===== config.mk =====
export PLATFORM = sky130hd
export DESIGN_NAME = multicycle_sequencer
export DESIGN_NICKNAME = d
export VERILOG_FILES = /design/src/rtl/cpu_pkg.sv /design/src/rtl/seq_decoder.sv /design/src/rtl/multicycle_sequencer.sv
export SDC_FILE = /design/constraint.sdc
export NUM_CORES = 1
export LEC_CHECK = 0
export BUFFER_PORTS_ARGS = -buffer_cell sky130_fd_sc_hd__buf_4
export CORE_AREA = 2 2 85 87
export DETAILED_ROUTE_END_ITERATION = 8
export DIE_AREA = 0 0 87 89
export PLACE_DENSITY = 0.67
export SLEW_MARGIN = 10
export SYNTH_ARGS = -nofsm -noshare
export SYNTH_HDL_FRONTEND = slang
export SYNTH_HIERARCHICAL = 1
export SYNTH_SLANG_ARGS = --single-unit

===== constraint.sdc =====
create_clock -name clk -period 2.1 [get_ports clk]
set_input_delay 0.42 -clock clk [delete_from_list [all_inputs] [get_ports clk]]
set_output_delay 0.42 -clock clk [all_outputs]
set_load 0.02 [all_outputs]

===== src/rtl/cpu_pkg.sv =====
// Shared types for the RV32I multi-cycle sequencer: ALU ops, FSM states, fault codes, opcodes.
// Latency: n/a (types and a pure helper function only).
// Backpressure: n/a.
package cpu_pkg;

    typedef enum logic [2:0] {
        ALU_ADD = 3'd0,
        ALU_SUB = 3'd1,
        ALU_AND = 3'd2,
        ALU_OR  = 3'd3,
        ALU_XOR = 3'd4,
        ALU_SLL = 3'd5,
        ALU_SRL = 3'd6,
        ALU_SLT = 3'd7
    } alu_op_t;

    typedef enum logic [2:0] {
        S_IDLE   = 3'd0,
        S_FETCH  = 3'd1,
        S_DECODE = 3'd2,
        S_EXEC   = 3'd3,
        S_WB     = 3'd4,
        S_HALT   = 3'd5
    } seq_state_t;

    typedef enum logic [1:0] {
        FLT_NONE    = 2'd0,
        FLT_ILLEGAL = 2'd1,
        FLT_ZERO    = 2'd2,
        FLT_TIMEOUT = 2'd3
    } fault_t;

    localparam logic [6:0] OP_R    = 7'b0110011;
    localparam logic [6:0] OP_I    = 7'b0010011;
    localparam logic [6:0] F7_ZERO = 7'b0000000;
    localparam logic [6:0] F7_ALT  = 7'b0100000;

    // funct3 selects the base operation for both R- and I-type; SUB is the only funct7 variant.
    function automatic alu_op_t f3_to_op(input logic [2:0] f3);
        alu_op_t op;
        case (f3)
            3'b001:  op = ALU_SLL;
            3'b010:  op = ALU_SLT;
            3'b100:  op = ALU_XOR;
            3'b101:  op = ALU_SRL;
            3'b110:  op = ALU_OR;
            3'b111:  op = ALU_AND;
            default: op = ALU_ADD;
        endcase
        return op;
    endfunction

endpackage


===== src/rtl/seq_decoder.sv =====
// Classifies an RV32I instruction word into ALU op, immediate select and legality.
// Latency: purely combinational.
// Backpressure: none.
module seq_decoder
    import cpu_pkg::*;
(
    input  logic [31:0] instr,
    output alu_op_t     alu_op,
    output logic        alu_src_imm,
    output logic        legal,
    output logic        is_zero
);

    logic [6:0] opcode;
    logic [2:0] funct3;
    logic [6:0] funct7;

    assign opcode  = instr[6:0];
    assign funct3  = instr[14:12];
    assign funct7  = instr[31:25];
    assign is_zero = (instr == 32'd0);

    always_comb begin
        alu_op      = ALU_ADD;
        alu_src_imm = 1'b0;
        legal       = 1'b0;
        if (opcode == OP_R) begin
            // SLTU (funct3 011) and any funct7 other than the SUB encoding are rejected.
            if (funct7 == F7_ZERO && funct3 != 3'b011) begin
                legal  = 1'b1;
                alu_op = f3_to_op(funct3);
            end else if (funct7 == F7_ALT && funct3 == 3'b000) begin
                legal  = 1'b1;
                alu_op = ALU_SUB;
            end
        end else if (opcode == OP_I) begin
            alu_src_imm = 1'b1;
            alu_op      = f3_to_op(funct3);
            // Shift immediates carry funct7 in imm[11:5]; only the logical form is supported.
            case (funct3)
                3'b011:         legal = 1'b0;
                3'b001, 3'b101: legal = (funct7 == F7_ZERO);
                default:        legal = 1'b1;
            endcase
        end
    end

endmodule


===== src/rtl/multicycle_sequencer.sv =====
// Multi-cycle FETCH/DECODE/EXEC/WB control FSM with imem req/ack; optional SEQ_INSTRET_EN counters.
// Latency: 3 + EXEC_CYCLES cycles per instruction with zero-wait imem; all outputs registered.
// Backpressure: FETCH holds imem_req until imem_ack or IMEM_TIMEOUT cycles, then halts with a fault.
module multicycle_sequencer
    import cpu_pkg::*;
#(
    parameter int IMEM_TIMEOUT = 16,
    parameter int EXEC_CYCLES  = 1
) (
    input  logic        clk,
    input  logic        reset_n,
    input  logic        run,
    output logic        imem_req,
    input  logic        imem_ack,
    input  logic [31:0] imem_rdata,
    output logic [31:0] ir_out,
    output logic        pc_en,
    output logic        rf_we,
    output logic [2:0]  alu_op,
    output logic        alu_src_imm,
    output logic        busy,
    output logic        halted,
    output logic [1:0]  fault
`ifdef SEQ_INSTRET_EN
    ,
    output logic [63:0] instret,
    output logic [63:0] cycle_cnt
`endif
);

    localparam logic [7:0] TIMEOUT_LAST = 8'(IMEM_TIMEOUT - 1);
    localparam logic [3:0] EXEC_LOAD    = 4'(EXEC_CYCLES - 1);

    seq_state_t  state_q, state_d;
    logic [7:0]  timer_q, timer_d;
    logic [3:0]  exec_cnt_q, exec_cnt_d;
    logic [31:0] ir_q, ir_d;
    alu_op_t     alu_op_q, alu_op_d;
    logic        alu_src_imm_q, alu_src_imm_d;
    fault_t      fault_q, fault_d;
    logic        imem_req_q, imem_req_d;
    logic        wb_en_q, wb_en_d;
    logic        busy_q, busy_d;
    logic        halted_q, halted_d;

    alu_op_t     dec_op;
    logic        dec_imm;
    logic        dec_legal;
    logic        dec_zero;

    seq_decoder u_dec (
        .instr       (ir_q),
        .alu_op      (dec_op),
        .alu_src_imm (dec_imm),
        .legal       (dec_legal),
        .is_zero     (dec_zero)
    );

    always_comb begin
        state_d       = state_q;
        timer_d       = timer_q;
        exec_cnt_d    = exec_cnt_q;
        ir_d          = ir_q;
        alu_op_d      = alu_op_q;
        alu_src_imm_d = alu_src_imm_q;
        fault_d       = fault_q;
        case (state_q)
            S_IDLE: begin
                if (run) state_d = S_FETCH;
            end
            S_FETCH: begin
                // An ack on the final allowed cycle wins over the timeout.
                if (imem_ack) begin
                    ir_d    = imem_rdata;
                    timer_d = 8'd0;
                    state_d = S_DECODE;
                end else if (timer_q == TIMEOUT_LAST) begin
                    fault_d = FLT_TIMEOUT;
                    timer_d = 8'd0;
                    state_d = S_HALT;
                end else begin
                    timer_d = timer_q + 8'd1;
                end
            end
            S_DECODE: begin
                if (dec_zero) begin
                    fault_d = FLT_ZERO;
                    state_d = S_HALT;
                end else if (!dec_legal) begin
                    fault_d = FLT_ILLEGAL;
                    state_d = S_HALT;
                end else begin
                    alu_op_d      = dec_op;
                    alu_src_imm_d = dec_imm;
                    exec_cnt_d    = EXEC_LOAD;
                    state_d       = S_EXEC;
                end
            end
            S_EXEC: begin
                if (exec_cnt_q == 4'd0) state_d = S_WB;
                else                    exec_cnt_d = exec_cnt_q - 4'd1;
            end
            S_WB: begin
                state_d = run ? S_FETCH : S_IDLE;
            end
            S_HALT: begin
                state_d = S_HALT;
            end
            default: begin
                state_d = S_IDLE;
            end
        endcase

        // Outputs are decoded from the next state and registered so enables cannot glitch.
        imem_req_d = (state_d == S_FETCH);
        wb_en_d    = (state_d == S_WB);
        halted_d   = (state_d == S_HALT);
        busy_d     = (state_d != S_IDLE) && (state_d != S_HALT);
    end

    always_ff @(posedge clk or negedge reset_n) begin
        if (!reset_n) begin
            state_q       <= S_IDLE;
            timer_q       <= 8'd0;
            exec_cnt_q    <= 4'd0;
            ir_q          <= 32'd0;
            alu_op_q      <= ALU_ADD;
            alu_src_imm_q <= 1'b0;
            fault_q       <= FLT_NONE;
            imem_req_q    <= 1'b0;
            wb_en_q       <= 1'b0;
            busy_q        <= 1'b0;
            halted_q      <= 1'b0;
        end else begin
            state_q       <= state_d;
            timer_q       <= timer_d;
            exec_cnt_q    <= exec_cnt_d;
            ir_q          <= ir_d;
            alu_op_q      <= alu_op_d;
            alu_src_imm_q <= alu_src_imm_d;
            fault_q       <= fault_d;
            imem_req_q    <= imem_req_d;
            wb_en_q       <= wb_en_d;
            busy_q        <= busy_d;
            halted_q      <= halted_d;
        end
    end

    assign imem_req    = imem_req_q;
    assign ir_out      = ir_q;
    assign pc_en       = wb_en_q;
    assign rf_we       = wb_en_q;
    assign alu_op      = alu_op_q;
    assign alu_src_imm = alu_src_imm_q;
    assign busy        = busy_q;
    assign halted      = halted_q;
    assign fault       = fault_q;

`ifdef SEQ_INSTRET_EN
    logic [63:0] instret_q, instret_d;
    logic [63:0] cycle_cnt_q, cycle_cnt_d;

    always_comb begin
        instret_d   = instret_q + {63'd0, wb_en_q};
        cycle_cnt_d = cycle_cnt_q + {63'd0, busy_q};
    end

    always_ff @(posedge clk or negedge reset_n) begin
        if (!reset_n) begin
            instret_q   <= 64'd0;
            cycle_cnt_q <= 64'd0;
        end else begin
            instret_q   <= instret_d;
            cycle_cnt_q <= cycle_cnt_d;
        end
    end

    assign instret   = instret_q;
    assign cycle_cnt = cycle_cnt_q;
`endif

endmodule

# Word level (Yosys, flattened, before mapping)
# Cells that the tools add are included.
[totals] inputBits=36 out_inout_bits=43 ff_bits=57
[op_classes] reduce_logical=16 addsub=2 mux=31 n_eq_ne=27 n_bitwise=1
[op_table] cell="$pmux W3 S6" count=2
[op_table] cell="$logic_not A32 Y1" count=1
[op_table] cell="$mux W3" count=9
[op_table] cell="$eq A3 B3 Y1 const B" count=8
[op_table] cell="$mux W8" count=2
[op_table] cell="$eq A7 B6 Y1 const B" count=2
[op_table] cell="$eq A3 B2 Y1 const B" count=4
[op_table] cell="$mux W4" count=3
[op_table] cell="$ne A2 B2 Y1 const B" count=5
[op_table] cell="$eq A3 B1 Y1 const B" count=3
[op_table] cell="$add A8 B1 Y8 const B" count=1
[op_table] cell="$eq A8 B4 Y1 const B" count=1
[op_table] cell="$mux W1" count=8
[op_table] cell="$mux W2" count=4
[op_table] cell="$pmux W4 S2" count=1
[op_table] cell="$reduce_and A4 Y1" count=2
[op_table] cell="$eq A7 B5 Y1 const B" count=1
[op_table] cell="$logic_not A7 Y1" count=1
[op_table] cell="$logic_not A3 Y1" count=2
[op_table] cell="$ne A3 B3 Y1 const B" count=2
[op_table] cell="$logic_not A4 Y1" count=1
[op_table] cell="$pmux W2 S2" count=1
[op_table] cell="$reduce_bool A2 Y1" count=2
[op_table] cell="$sub A4 B1 Y4 const B" count=1
[op_table] cell="other kinds (8)" count=10

# Depth between registers and ports, before layout
[logic_depth] depth_word=10 depth_mapped=9 mapped_depth_nobuf=8

# By module
# The synthesis kept the hierarchy.
[modules_own_cells] mod="multicycle_sequencer" cells_per_inst=260 n_inst=1 area_per_inst_um2=2417.3 seq_area_each_um2=1426.4
[modules_own_cells] mod="seq_decoder" cells_per_inst=38 n_inst=1 area_per_inst_um2=266.5 seq_area_each_um2=0.0

# Worst setup path after synthesis
# Ideal clock, no wire load.
[synth_timing] kind="register -> register" from="reg ir_q[3] (netlist: ir_out[3])" to="reg imem_req_q (netlist: imem_req)" path_slack_ns=-0.119 path_buffers=0 required_ns=1.980 stages_incl_launch_ff=9 setup_ns=0.120 arrival_ns=2.100 path_cell_list="dfrtp_1 or3_4 or2_1 a311oi_2 a21o_1 nor2b_1 nand2_1 and3_1 and3_1"
[synth_between] elab_chain_len=7 elab_cells_between_ends=9
[synth_lines] element="from (decl)" line_no="multicycle_sequencer.sv:37" text="logic [31:0] ir_q, ir_d;"
[synth_lines] element="from (signal assigned)" line_no="multicycle_sequencer.sv:138" text="ir_q <= ir_d;"
[synth_lines] element="$eq A7 B5 Y1" line_no="seq_decoder.sv:36" text="end else if (opcode == OP_I) begin"
[synth_lines] element="$mux W1" line_no="seq_decoder.sv:36"
[synth_lines] element="$mux W1 *" line_no="seq_decoder.sv:27" text="if (opcode == OP_R) begin"
[synth_lines] element="via dec_legal" line_no="multicycle_sequencer.sv:48" text="logic dec_legal;"
[synth_lines] element="$mux W3 *" line_no="multicycle_sequencer.sv:89" text="end else if (!dec_legal) begin"
[synth_lines] element="$mux W3 *" line_no="multicycle_sequencer.sv:86" text="if (dec_zero) begin"
[synth_lines] element="$pmux W3 S6 *" line_no="multicycle_sequencer.sv:67" text="case (state_q)"
[synth_lines] element="$eq A3 B1 Y1 *" line_no="multicycle_sequencer.sv:115" text="imem_req_d = (state_d == S_FETCH);"
[synth_lines] element="via imem_req_d" line_no="multicycle_sequencer.sv:41" text="logic imem_req_q, imem_req_d;"
[synth_lines] element="to (signal assigned)" line_no="multicycle_sequencer.sv:142" text="imem_req_q <= imem_req_d;"
[synth_lines] element="to (decl)" line_no="multicycle_sequencer.sv:41"
# The timed path passes the listed nets; every way through them passes the cells marked *.
# A chain may end at the register's enable or synchronous reset.

# Worst setup path after layout
[layout_timing] from="reg ir_q[3] (netlist: ir_out[3])" to="reg busy_q (netlist: busy)"
[layout_between] elab_chain_len=8 elab_cells_between_ends=11
[layout_lines] element="$eq A7 B5 Y1" line_no="seq_decoder.sv:36"
[layout_lines] element="$mux W1" line_no="seq_decoder.sv:36"
[layout_lines] element="$mux W1 *" line_no="seq_decoder.sv:27"
[layout_lines] element="via dec_legal" line_no="multicycle_sequencer.sv:48"
[layout_lines] element="$mux W3 *" line_no="multicycle_sequencer.sv:89"
[layout_lines] element="$mux W3 *" line_no="multicycle_sequencer.sv:86"
[layout_lines] element="$pmux W3 S6 *" line_no="multicycle_sequencer.sv:67"
[layout_lines] element="$ne A3 B3 Y1 / $reduce_bool A3 Y1 (equally long branches)" line_no="multicycle_sequencer.sv:118" text="busy_d = (state_d != S_IDLE) && (state_d != S_HALT);"
[layout_lines] element="$logic_and A1 B1 Y1 *" line_no="multicycle_sequencer.sv:118"
[layout_lines] element="via busy_d" line_no="multicycle_sequencer.sv:43" text="logic busy_q, busy_d;"
[layout_lines] element="to (signal assigned)" line_no="multicycle_sequencer.sv:144" text="busy_q <= busy_d;"
[layout_lines] element="to (decl)" line_no="multicycle_sequencer.sv:43"
# Marks and branches as above.

==> run_results.csv <==
group,metric,value,unit
status,status,"finished with violations",
status,violations,"negative setup slack",
worst_setup_path,crit_path_top_delay_cell,"or3_4",
power,leakagePower,1.92,nW
detailed_routing,initialDrtViolationCount,75,
cells_and_area,layout-drive-gt1-share,32.8,%
worst_setup_path,cp-end-kind,"flop",
floorplan,die_h,89,um
clock_network,cts_setup_buffers,0,
floorplan,num_rows,30,
cells_and_area,stdcell_area,3680,sq um
timing,period_share,100,%
worst_setup_path,rrSetupSlack,-0.01,ns
worst_setup_path,critPathLaunchType,"flop",
synth,synth-seq-cells,57,
floorplan,core_area,6720,sq um
power,ir_drop,0.678,mV
timing,worst_pin_slew,0.718,ns
floorplan,initial_utilization,39.9,%
synth,synth_nets,337,
synth,synthArstFlopShare,100,%
global_route,grt_antenna_before_repair,0,
job,maxCapViolCount,0,
cells_and_area,final_common_cell,"nand2_1",
cells_and_area,layout_common_cells,"nand2_1, buf_4, dfrtp_1, nor2_1, clkbuf_8",
global_route,grt_max_degree,58,
clock_network,clkLatencyLatePin,0.33,ns
timing,rsz0062_at_grt,"yes",
synth,syn_avg_cell_area,9.01,sq um
synth,yosys_most_used_dff,"dfrtp_1",
worst_setup_path,regToRegEndpoint,"busy$_DFF_PN0_",
floorplan,die_area,7740,sq um
floorplan,io_pins,79,
worst_setup_path,worstPathArrival,2.37,ns
worst_setup_path,crit_path_max_fanout,5,
detailed_routing,drc_errors,0,
synth,syn_area,2680,sq um
global_route,gr-total-overflow,0,
clock_network,cts_root_buf,"clkbuf_8",
timing,clock_skew,0.00942,ns
worst_setup_path,crit_chain,"or3_4 > or2_4 > a311oi_2 > a21o_1 > nor2b_4 > nor2_2 > a211oi_2 > buf_4 > mux2i_1",
worst_setup_path,crit_cells,9,
synth,synth-seq-area-share,53.1,%
detailed_routing,drt_first_pass_iters,4,
worst_hold_path,holdCritPathClass,"in2async",
placed_design,placed_area,3460,sq um
synth,synth_top_area_share,53.1,%
cells_and_area,finish.net_count,430,
synth,synth_edf_count,0,
clock_network,clkSlewWorstSetupHoldPaths,0.07,ns
clock_network,cts_tree,"done",
placed_design,gp_congestion,0.814,
timing,setup_tns,-0.00980,ns
worst_setup_path,reg2reg_depth,9,
global_route,grt_pass1_vias,2317,
power,power-per-cell-area,1440,nW/um^2
timing,fmax,474,MHz
synth,netlist_instances,298,
clock_network,cts.hold.buffers_added,0,
synth,synth_cell_types,48,
worst_setup_path,cp_num_buf_inv,1,
detailed_routing,wl,6310,um
worst_setup_path,crit_required,2.36,ns
clock_network,clk_path_buf_depth,2,
worst_setup_path,worstReg2RegStart,"ir_out[3]$_DFFE_PN0P_",
detailed_routing,avgRoutedWirePerCell,13.3,um
synth,synth_area_leader_cell,"dfrtp_1",
worst_setup_path,crit_family,"simple AND/OR/NAND/NOR gates",
detailed_routing,antenna_left,0,
cells_and_area,final_util,54.7,%
timing,setup_slack,-0.00980,ns
global_route,grt_usage,18.1,%
timing,relSlewSlack,52.1,%
clock_network,htreeDepth,3,
synth,synth_area_leaders,"dfrtp_1, nand2_1, xor2_1",
floorplan,die_w,87,um
worst_setup_path,slowest_delay,0.40,ns
placed_design,port_buffers,78,
detailed_routing,vias,2346,
global_route,grt_pass1_wl,10700,um
detailed_routing,avgViaCountPerCell,4.93,
worst_setup_path,worstSetupPathType,"reg2reg",
timing,period_needed,2.11,ns
cells_and_area,num_antenna_cells,0,
timing,finalHoldViolations,0,
timing,drv_slew,0,
synth,ys_warn_count,6,
timing,setup_viol,1,
placed_design,dp_hpwl,4510,um
clock_network,cts_made_buffers,9,
clock_network,cts_sinks,57,
cells_and_area,synthToLayoutAreaGrowth,37.1,%
placed_design,place_ws,-0.00699,ns
cell families after synthesis:
logic type                 synth area share (%)
DFF                                        53.1
buffers and inverters                      2.98
AOI/OAI and AO/OA                          6.76
xor gates and xnor gates                   1.96
adders and majority gates                  1.40
muxes                                     0.746
and+or+nand+nor                            33.0
repair_timing:
item                                    in CTS  in global routing
cloned                                       0                  0
endpoints found under the setup margin       1                  7
gates resized for setup                      1                  3
flip-flops by register name, summed over array words and instances, names as in the netlist, 2 cells and up:
register and flops:
ir_out 32, alu_op 3, timer_q 8, state_q 3
exec_cnt_q 4, fault 2
per-layer routing:
| layer | wire length, um | vias up | GRT usage, % |
|---|---|---|---|
| li1 | - | 1166 | - |
| met1 | 2770 | 1097 | 22.9 |
| met2 | 2980 | 73 | 28.6 |
| met3 | 472 | 10 | 6.65 |
| met4 | 87 | 0 | 6.39 |
| met5 | 0 | - | 0 |
how the worst max path moves through the flow:
stage	from	endpoint	slack (ns)
after floorplan	ir_out[3]$_DFFE_PN0P_	imem_req$_DFF_PN0_	-0.01
after global placement	ir_out[3]$_DFFE_PN0P_	fault[0]$_DFFE_PN0P_	0.03
after detailed placement	ir_out[3]$_DFFE_PN0P_	fault[0]$_DFFE_PN0P_	-0.007
after CTS	ir_out[3]$_DFFE_PN0P_	busy$_DFF_PN0_	0.001
after global routing	ir_out[3]$_DFFE_PN0P_	busy$_DFF_PN0_	-0.09
final	ir_out[3]$_DFFE_PN0P_	busy$_DFF_PN0_	-0.01
cell type report:
type	count	area, sq um
Fill cell	610	3040
Inverter	5	18.8
Multi-Input combinational cell	224	1200
Tap cell	80	100
Clock inverter	2	35.0
Sequential cell	57	1430
Clock buffer	14	173
Timing Repair Buffer	94	722
synth_stat cells (2+ instances only):
| library cell | instances |
|---|---|
| a21o_1 | 2 |
| a21oi_2 | 2 |
| nand3_1 | 3 |
| xor2_1 | 6 |
| nand2b_1 | 3 |
| clkbuf_1 | 6 |
| nor2b_1 | 3 |
| nand2_1 | 125 |
| and3_1 | 4 |
| nor2_1 | 13 |
| nor4_1 | 6 |
| nand4_1 | 4 |
| nor3b_1 | 2 |
| o22ai_1 | 2 |
| dfrtp_1 | 57 |
| or3b_2 | 3 |
| ha_1 | 3 |
| nor3_1 | 5 |
| o21ai_0 | 8 |
| mux2i_1 | 2 |
| buf_2 | 4 |
| nand3b_1 | 2 |
| inv_1 | 5 |
| a21oi_1 | 4 |
through the flow:
stage          hold WS [ns]  instances  total power (W)
6_report              0.131        476          0.00529
5_1_grt               0.183        476          0.00567
4_1_cts               0.160        476          0.00534
3_5_place_dp          0.479        460          0.00424
3_3_place_gp          0.474        460          0.00421
2_1_floorplan         0.124        298          0.00319
where the power goes:
part	total, W	internal [W]	switching, W
clock network	0.00107	0.000644	0.000424
registers	0.00187	0.00149	0.000376
logic	0.00235	0.00106	0.00129
(Power assumes the default switching activity.)
